<file path="config.mk">
export PLATFORM = sky130hd
export DESIGN_NAME = rv_wb_biu
export DESIGN_NICKNAME = d
export VERILOG_FILES = /design/src/rtl/rv_wb_biu_pkg.sv /design/src/rtl/rv_biu_timer.sv /design/src/rtl/rv_wb_biu.sv
export SDC_FILE = /design/constraint.sdc
export NUM_CORES = 1
export LEC_CHECK = 0
export CAP_MARGIN = 20
export CORE_MARGIN = 4
export CORE_UTILIZATION = 46
export CTS_CLUSTER_DIAMETER = 50
export DETAILED_ROUTE_END_ITERATION = 12
export GPL_ROUTABILITY_DRIVEN = 0
export PLACE_DENSITY = 0.95
export SLEW_MARGIN = 20
export SYNTH_ARGS = -nofsm -noshare
export SYNTH_HDL_FRONTEND = slang
export SYNTH_HIERARCHICAL = 1
export SYNTH_SLANG_ARGS = --single-unit
</file>
<file path="constraint.sdc">
create_clock -name i_clk -period 3.1 [get_ports i_clk]
set_input_delay 0.62 -clock i_clk [delete_from_list [all_inputs] [get_ports i_clk]]
set_output_delay 0.62 -clock i_clk [all_outputs]
set_load 0.02 [all_outputs]
</file>
<file path="src/rtl/rv_wb_biu_pkg.sv">
// Shared definitions for the RV Wishbone bus interface unit: FSM state type
// and the default bus timeout.
package rv_wb_biu_pkg;

    localparam int unsigned RV_BIU_TIMEOUT_DEFAULT = 64;
    localparam int unsigned RV_BIU_CNT_W           = 16;

    typedef enum logic [1:0] {
        BIU_IDLE = 2'd0,
        BIU_BUSY = 2'd1,
        BIU_DONE = 2'd2
    } biu_state_t;

endpackage

</file>
<file path="src/rtl/rv_biu_timer.sv">
// Bus-access watchdog: counts cycles while enabled and flags the last
// allowed cycle before the access must be abandoned.
module rv_biu_timer
    import rv_wb_biu_pkg::*;
#(
    parameter int unsigned LIMIT = RV_BIU_TIMEOUT_DEFAULT
) (
    input  logic clk,
    input  logic reset_n,
    input  logic clear,
    input  logic enable,
    output logic expired
);

    localparam logic [RV_BIU_CNT_W-1:0] LAST = RV_BIU_CNT_W'(LIMIT - 1);

    logic [RV_BIU_CNT_W-1:0] count;

    always_ff @(posedge clk) begin
        if (!reset_n || clear) begin
            count <= '0;
        end else if (enable && !expired) begin
            count <= count + RV_BIU_CNT_W'(1);
        end
    end

    assign expired = (count == LAST);

endmodule

</file>
<file path="src/rtl/rv_wb_biu.sv">
// Core-to-Wishbone-classic bus interface unit: one outstanding access,
// registered master signals, error/timeout reporting with a done pulse.
module rv_wb_biu
    import rv_wb_biu_pkg::*;
#(
    parameter int unsigned TIMEOUT_CYCLES = RV_BIU_TIMEOUT_DEFAULT
) (
    input  logic        i_clk,
    input  logic        i_reset_n,
    input  logic        i_req_valid,
    input  logic [31:0] i_req_adr,
    input  logic [31:0] i_req_dat,
    input  logic        i_req_we,
    input  logic [3:0]  i_req_sel,
    output logic        o_stall,
    output logic        o_done,
    output logic [31:0] o_rsp_dat,
    output logic        o_bus_err,
    output logic [31:0] o_wb_adr,
    output logic [31:0] o_wb_dat,
    output logic [3:0]  o_wb_sel,
    output logic        o_wb_we,
    output logic        o_wb_cyc,
    output logic        o_wb_stb,
    input  logic [31:0] i_wb_dat,
    input  logic        i_wb_ack,
    input  logic        i_wb_err
);

    biu_state_t state;
    biu_state_t state_next;
    logic       start;
    logic       finish;
    logic       capture;
    logic       set_err;
    logic       err_flag;
    logic       expired;

    rv_biu_timer #(
        .LIMIT (TIMEOUT_CYCLES)
    ) u_timer (
        .clk     (i_clk),
        .reset_n (i_reset_n),
        .clear   (start),
        .enable  (state == BIU_BUSY),
        .expired (expired)
    );

    always_ff @(posedge i_clk) begin
        if (!i_reset_n) begin
            state <= BIU_IDLE;
        end else begin
            state <= state_next;
        end
    end

    // err is checked before ack so a simultaneous pair reports an error
    always_comb begin
        state_next = state;
        start      = 1'b0;
        finish     = 1'b0;
        capture    = 1'b0;
        set_err    = 1'b0;
        case (state)
            BIU_IDLE: begin
                if (i_req_valid) begin
                    start      = 1'b1;
                    state_next = BIU_BUSY;
                end
            end
            BIU_BUSY: begin
                if (i_wb_err) begin
                    finish     = 1'b1;
                    set_err    = 1'b1;
                    state_next = BIU_DONE;
                end else if (i_wb_ack) begin
                    finish     = 1'b1;
                    capture    = !o_wb_we;
                    state_next = BIU_DONE;
                end else if (expired) begin
                    finish     = 1'b1;
                    set_err    = 1'b1;
                    state_next = BIU_DONE;
                end
            end
            BIU_DONE: begin
                state_next = BIU_IDLE;
            end
            default: begin
                state_next = BIU_IDLE;
            end
        endcase
    end

    always_ff @(posedge i_clk) begin
        if (!i_reset_n) begin
            o_wb_adr  <= '0;
            o_wb_dat  <= '0;
            o_wb_sel  <= '0;
            o_wb_we   <= 1'b0;
            o_wb_cyc  <= 1'b0;
            o_wb_stb  <= 1'b0;
            o_rsp_dat <= '0;
            err_flag  <= 1'b0;
        end else begin
            if (start) begin
                o_wb_adr <= i_req_adr;
                o_wb_dat <= i_req_dat;
                o_wb_sel <= i_req_sel;
                o_wb_we  <= i_req_we;
                o_wb_cyc <= 1'b1;
                o_wb_stb <= 1'b1;
            end
            if (finish) begin
                o_wb_cyc <= 1'b0;
                o_wb_stb <= 1'b0;
            end
            if (capture) begin
                o_rsp_dat <= i_wb_dat;
            end
            if (set_err) begin
                err_flag <= 1'b1;
            end else if (state == BIU_DONE) begin
                err_flag <= 1'b0;
            end
        end
    end

    assign o_stall   = ((state == BIU_IDLE) && i_req_valid) || (state == BIU_BUSY);
    assign o_done    = (state == BIU_DONE);
    assign o_bus_err = (state == BIU_DONE) && err_flag;

endmodule

</file>
## Yosys cells after proc, flatten, opt, wreduce, memory -nomap -nowiden

Cells that the tools add are included.

| storage, ports and cells | value |
|---|---|
| output and inout bits | 106 |
| bits of input ports | 106 |
| register bits after elaboration | 121 |
| logic and storage cells | 47 |

| operators by class | value |
|---|---|
| add/subtract/negate cells | 1 |
| equality and inequality tests | 5 |
| bitwise logic cells | 1 |
| multiplexer cells | 19 |
| reduce and logical (&&, ||, !) cells | 12 |

Operator list:

| cell | count |
|---|---|
| $add A16 B1 Y16 const B | 1 |
| $eq A16 B6 Y1 const B | 1 |
| $mux W1 | 14 |
| $mux W2 | 4 |
| $ne A4 B4 Y1 const B | 1 |
| $pmux W2 S2 | 1 |
| $logic_and A1 B1 Y1 | 3 |
| $logic_not A1 Y1 | 3 |
| $eq A2 B1 Y1 const B | 1 |
| $eq A2 B2 Y1 const B | 1 |
| $logic_not A2 Y1 | 1 |
| $logic_or A1 B1 Y1 | 2 |
| $ne A2 B2 Y1 const B | 1 |
| $reduce_and A2 Y1 | 1 |
| $reduce_bool A2 Y1 | 1 |
| $reduce_or A2 Y1 | 1 |
| $not A1 Y1 | 1 |

## Depth between registers and ports, before layout

Gate-level depths: netlist of run 1.

| depth | value |
|---|---|
| depth in word-level cells | 6 |
| gate-level depth with buffers | 9 |
| mapped depth without buffers | 8 |

## By module

The synthesis of run 1 kept the hierarchy.

Modules (own cells, without submodules):

| module | area each (µm²) | cells each | instances |
|---|---|---|---|
| rv_wb_biu | 4042.6 | 462 | 1 |
| rv_biu_timer | 875.8 | 98 | 1 |

## Worst setup path before layout of run 1

Ideal clock, no wire load.

| path | value |
|---|---|
| kind | input-to-output |
| start point | input i_req_valid |
| end point | output o_stall |
| arrival | 1.492 ns |
| slack | 0.988 ns |
| data required time | 2.480 ns |
| stages on the path | 4 |
| cell sequence | or3b_1 > buf_2 > clkbuf_1 > nand2_1 |

| between the ends | value |
|---|---|
| word-level cells in the longest chain between the ends | 2 |

RTL lines:

| item | RTL line | source |
|---|---|---|
| from (decl) | rv_wb_biu.sv:10 | `input logic i_req_valid,` |
| $logic_and A1 B1 Y1 | rv_wb_biu.sv:129 | `assign o_stall = ((state == BIU_IDLE) && i_req_valid) \|\| (state == BIU_BUSY);` |
| $logic_or A1 B1 Y1 | rv_wb_biu.sv:129 |  |
| to (decl) | rv_wb_biu.sv:15 | `output logic o_stall,` |

Every way passes these cells.

## Worst setup path in the final report of run 1

Ends and elaborated chain as after synthesis.

==> impl_metrics.tcl, run 1 <==
set metrics [dict create \
    io_pins 212 \
    cp-start-kind "primary input" \
    yosysWarnings 6 \
    clock_sinks 121 \
    crit_type "in2out" \
    die_w_microns 111.4 \
    grt_max_degree 71 \
    dp_hpwl_microns 10340 \
    relSlewSlack_pct 49.56 \
    period_minus_slack_ns 2.854 \
    antenna_found_initial 0 \
    placed_area_sq_um 7048 \
    num_vias 4588 \
    htree_levels 4 \
    ant_nets 0 \
    cts_resized 0 \
    power_mw 4.117 \
    postLayoutCoreUtil_pct 73.37 \
    hold_class "reg2reg" \
    clk_pin_slew_ns 0.05 \
    drt_iter0_markers 301 \
    wirelength_microns 14130 \
    synth.area.top_cells "dfxtp_1 49%, nand2_1 16%, a21boi_1 10%" \
    first_pass_iters 4 \
    p_per_area_nw_per_um2 541.1 \
    nets 868 \
    status "finished, final reports clean" \
    clk_path_buf_depth 2 \
    drive_gt1_share_pct 6.856 \
    gr-usage-all-layers_pct 22.81 \
    hold_slack_ns 0.4502 \
    seq_area_frac_synth_pct 49.25 \
    via_per_inst 5.047 \
    gr-total-overflow 0 \
    clock_skew_ns 0.006680 \
    synth_flop_cell "dfxtp_1" \
    worstPathArrival_ns 2.23 \
    endpoint_kind "primary output" \
    clock_latency_ns 0.50 \
    syn-cell-area_sq_um 4918 \
    vdd_drop_max_mv 0.4272 \
    stdcell_area_sq_um 7609 \
    routedWlPerCell_microns 15.55 \
    async_reset_ff_share_pct 0 \
    yosys.area.top_type "dfxtp_1" \
    grt_pass1_wl_microns 23030 \
    synth.avg_cell_area_sq_um 8.783 \
    rrSetupSlack_ns 0.87 \
    netlist.area_leader.share_pct 49.25 \
    fillers 721 \
    hold_violations 0 \
    slew_viol_final 0 \
    die_height_microns 111.4 \
    tightest_slew_ns 0.7567 \
    dieArea_sq_um 12410 \
    holdBufCountCts 0 \
    cp.required_ns 2.48 \
    area_delta_synth_final_pct 54.69 \
    cts_made_buffers 17 \
    fin_setup_tns_ns 0 \
    path_max_fanout 2 \
    cap_viol_max_count 0 \
    ys_types 47 \
    setup_viol 0 \
    synth.net_count 667 \
    power.leakage_nw 2.860 \
    yosys_register_bits 121 \
    diodes 0 \
    root_buffer "clkbuf_8" \
    drc 0 \
    fp.coreArea_sq_um 10370 \
    post-cts-setup-buffer-count 0 \
    initial_utilization_pct 47.43 \
    syn_inst 560 \
    std_cell_rows 37 \
    cts_tree "done" \
    grt_pass1_vias 4706 \
    portBuffers 211 \
    synth_edf_count 0 \
    rsz0062_at_grt "false" \
    max_clock_freq_ghz 0.3503 \
    post-route-period-util_pct 92.08 \
]
==> critical path, stage by stage <==
cell and delay [ns]:
clkdlybuf4s50_1 0.45, or3b_2 0.45, nand2_1 0.09, clkdlybuf4s50_1 0.62
==> flip-flops by register name, summed over array words and instances (netlist names) <==
name and flops:
o_wb_we 1, o_wb_sel 4, err_flag 1, state 2
o_wb_stb 1, o_rsp_dat 32, o_wb_adr 32, u_timer/count 16
o_wb_dat 32
==> worst paths after layout <==
check	start	to	depth (start not counted)
max	i_req_valid	o_stall	4
min	o_wb_dat[26]	o_wb_dat[26]	2
max reg2reg	state[0]	u_timer/count[4]	7
min reg2reg	o_wb_dat[26]	o_wb_dat[26]	2
==> area by class of cell <==
| class | instances | area (sq um) | share of cell area (%) |
|---|---|---|---|
| clock buffers | 22 | 462.9 | 6.085 |
| repair buffers | 219 | 2182 | 28.68 |
| inverters | 6 | 27.53 | 0.3618 |
| well taps | 136 | 170.2 | 2.236 |
| multi-input cells | 396 | 2246 | 29.52 |
| clock inverters | 9 | 97.59 | 1.283 |
| flip-flops and latches | 121 | 2422 | 31.84 |
==> Yosys cell counts (3+ instances only) <==
cell / n
nand2_1: 211
dfxtp_1: 121
a21boi_1: 68
mux2i_1: 32
clkbuf_1: 22
nor2_1: 13
buf_6: 10
a31oi_1: 6
o21ai_0: 6
and3_1: 5
inv_1: 5
buf_2: 4
nand4_1: 4
nor2b_1: 4
xnor2_1: 4
a21oi_1: 3
nand3_1: 3
nor3_1: 3
==> metal layers <==
layer	part of all wire, %	up-vias	track usage, %
met4	2.4	0	9.327
li1	-	2248	-
met3	8.5	29	9.402
met2	51	178	41.01
met5	0	-	0
met1	38	2133	23.44
==> through the flow <==
step	cells	setup WS (ns)
4_1_cts	909	0.2372
2_1_floorplan	560	0.9875
5_1_grt	909	0.1812
6_report	909	0.2456
3_3_place_gp	878	0.2402
3_5_place_dp	878	0.2439
==> cell families (layout without fill, tap and decap cells) <==
kind of cell	count (synthesis)	count (layout)	synth area share, %
AND/OR/NAND/NOR	265	265	24.09
flip-flops	121	121	49.25
AO/OA/AOI/OAI	92	92	13.74
buffers and inverters	43	256	5.088
multiplexers	32	32	6.512
XOR/XNOR	6	6	1.068
adder cells (fa/ha/maj)	1	1	0.2543
==> cells in the final DEF, fill, tap and decap left out, types with 3 or more instances in the layout <==
cell type          n
clkinv_2           6
clkdlybuf4s50_1  210
a31oi_1            6
clkbuf_16         16
dfxtp_1          121
inv_1              5
mux2i_1           32
xnor2_1            4
clkbuf_8           4
nor3_1             3
nor2b_1            4
buf_4              8
nor2_1            13
a21boi_1          68
nand2_1          211
and3_1             5
nand3_1            3
nand4_1            4
o21ai_0            6
a21oi_1            3
==> power breakdown <==
group	total [mW]	switching, mW	leakage, nW	internal (mW)
Sequential	1.67	0.0383	0.987	1.63
Clock	1.86	0.665	0.280	1.19
Combinational	0.593	0.285	1.59	0.309
No activity file was read; power rests on OpenSTA's default activity.
==> inputs of run 2 (changes only) <==
CTS_BUF_LIST = sky130_fd_sc_hd__clkbuf_4 sky130_fd_sc_hd__clkbuf_8 sky130_fd_sc_hd__clkbuf_16   (was not set)
GPL_TIMING_DRIVEN = 0   (was not set)
==> impl_metrics.tcl, run 2 (same netlist as run 1, synthesis figures left out) <==
set metrics [dict create \
    status "finished, final reports clean" \
    worstPathArrival_ns 2.03 \
    placed_cells_incl_taps 907 \
    multi_input_area_sq_um 2246 \
    p_per_area_nw_per_um2 536.7 \
    io_pins 212 \
    final-seq-area_sq_um 2422 \
    power.leakage_nw 2.932 \
    holdBufCountCts 0 \
    clock_skew_ns 0.008392 \
    cp-start-kind "primary input" \
    reg_top3 "o_rsp_dat: 32 flops, o_wb_adr: 32 flops, o_wb_dat: 32 flops" \
    place_ws_ns -0.1769 \
    gr-usage-all-layers_pct 24.41 \
    diodes 0 \
    hold_violations 0 \
    setup_viol 0 \
    path_max_fanout 17 \
    std_cell_rows 37 \
    clock_sinks 121 \
    period_minus_slack_ns 2.647 \
    cp.required_ns 2.48 \
    cts_tree "done" \
    via_per_inst 5.021 \
    post-cts-setup-buffer-count 0 \
    num_vias 4710 \
    fillers 734 \
    post-route-period-util_pct 85.40 \
    finalNonFillerCells 938 \
    antenna_found_initial 0 \
    initial_utilization_pct 47.43 \
    grt_pass1_wl_microns 24550 \
    hold_class "reg2reg" \
    clock_latency_ns 0.51 \
    endpoint_kind "primary output" \
    timing.final.ws_setup_ns 0.4527 \
    drive_gt1_share_pct 7.606 \
    max_clock_freq_ghz 0.3777 \
    nets 896 \
    crit_type "in2out" \
    root_buffer "clkbuf_8" \
    clk_path_buf_depth 2 \
    layout_commonest_cell "nand2_1" \
    placed_area_sq_um 7201 \
    stdcell_area_sq_um 7774 \
    portBuffers 211 \
    fin_setup_tns_ns 0 \
    dp_hpwl_microns 11180 \
    gr-total-overflow 0 \
    htree_levels 4 \
    dieArea_sq_um 12410 \
    fp.coreArea_sq_um 10370 \
    clk_pin_slew_ns 0.05 \
    die_w_microns 111.4 \
    layout_common_cells "211 x nand2_1, 210 x clkdlybuf4s50_1, 121 x dfxtp_1" \
    area_delta_synth_final_pct 58.05 \
    die_height_microns 111.4 \
    cap_viol_max_count 0 \
    relSlewSlack_pct 58.02 \
    tightest_slew_ns 0.6297 \
    drc 0 \
    drt_iter0_markers 256 \
    first_pass_iters 7 \
    rsz0062_at_grt "false" \
    cts_made_buffers 17 \
    grt_pass1_vias 5092 \
    vdd_drop_max_mv 0.4362 \
    routedWlPerCell_microns 16.17 \
    hold_slack_ns 0.4519 \
    grt_max_degree 18 \
    slew_viol_final 0 \
    ant_nets 0 \
    postLayoutCoreUtil_pct 74.96 \
    power_mw 4.172 \
    wirelength_microns 15170 \
]
==> run 2: changes by cell type in the layout (fill, tap and decap cells not counted), sizes merged <==
cell | previous run | this run
buf | 9 | 15
dlymetal6s2s | 0 | 1
clkinvlp | 1 | 3
clkbuf | 22 | 42
==> run 2: critical path, cell delays in order <==
cell and delay [ns]:
clkdlybuf4s50_1 0.45, or3b_1 0.32, buf_2 0.26, nand2_1 0.12, dlymetal6s2s_1 0.25
==> run 2: routing by layer <==
layer  track usage [%]  vias up  part of all wire, %
li1                  -     2311                    -
met1             24.63     2193                   37
met2             44.95      178                   52
met3             9.293       28                  8.2
met4             10.06        0                  2.5
met5                 0        -                    0
==> run 2: timing repair <==
item                                    4_1_cts  5_1_grt
pin swaps                                     0        0
resized for setup                             0        1
endpoints found under the setup margin        1        1
==> run 2: cell type report <==
| cell class | count | area share, % |
|---|---|---|
| flip-flops and latches | 121 | 31.16 |
| well taps | 136 | 2.189 |
| plain buffers | 36 | 2.817 |
| multi-input cells | 396 | 28.89 |
| inverters | 6 | 0.3541 |
| clock inverters | 11 | 1.593 |
| clock buffers | 21 | 5.794 |
| repair buffers | 211 | 27.20 |
==> run 2: path summary, 6_finish.rpt <==
| check | start | end | slack, ns | cells past startpoint |
|---|---|---|---|---|
| max | i_req_valid | o_stall | 0.45 | 5 |
| min reg2reg | o_wb_dat[25] | o_wb_dat[25] | 0.45 | 2 |
| max reg2reg | state[0] | u_timer/count[14] | 0.92 | 8 |
| min | o_wb_dat[25] | o_wb_dat[25] | 0.45 | 2 |
==> run 2: power breakdown <==
| group | total (mW) | internal [mW] | switching (mW) | leakage, nW |
|---|---|---|---|---|
| logic | 0.620 | 0.324 | 0.296 | 1.67 |
| clock network | 1.88 | 1.19 | 0.695 | 0.278 |
| registers | 1.67 | 1.63 | 0.0410 | 0.987 |
==> inputs of run 3 (changes only) <==
ABC_CLOCK_PERIOD_IN_PS = 3100   (was not set)
==> results of run 3 <==
Final layout, timing and power as in run 2 (identical DEF).
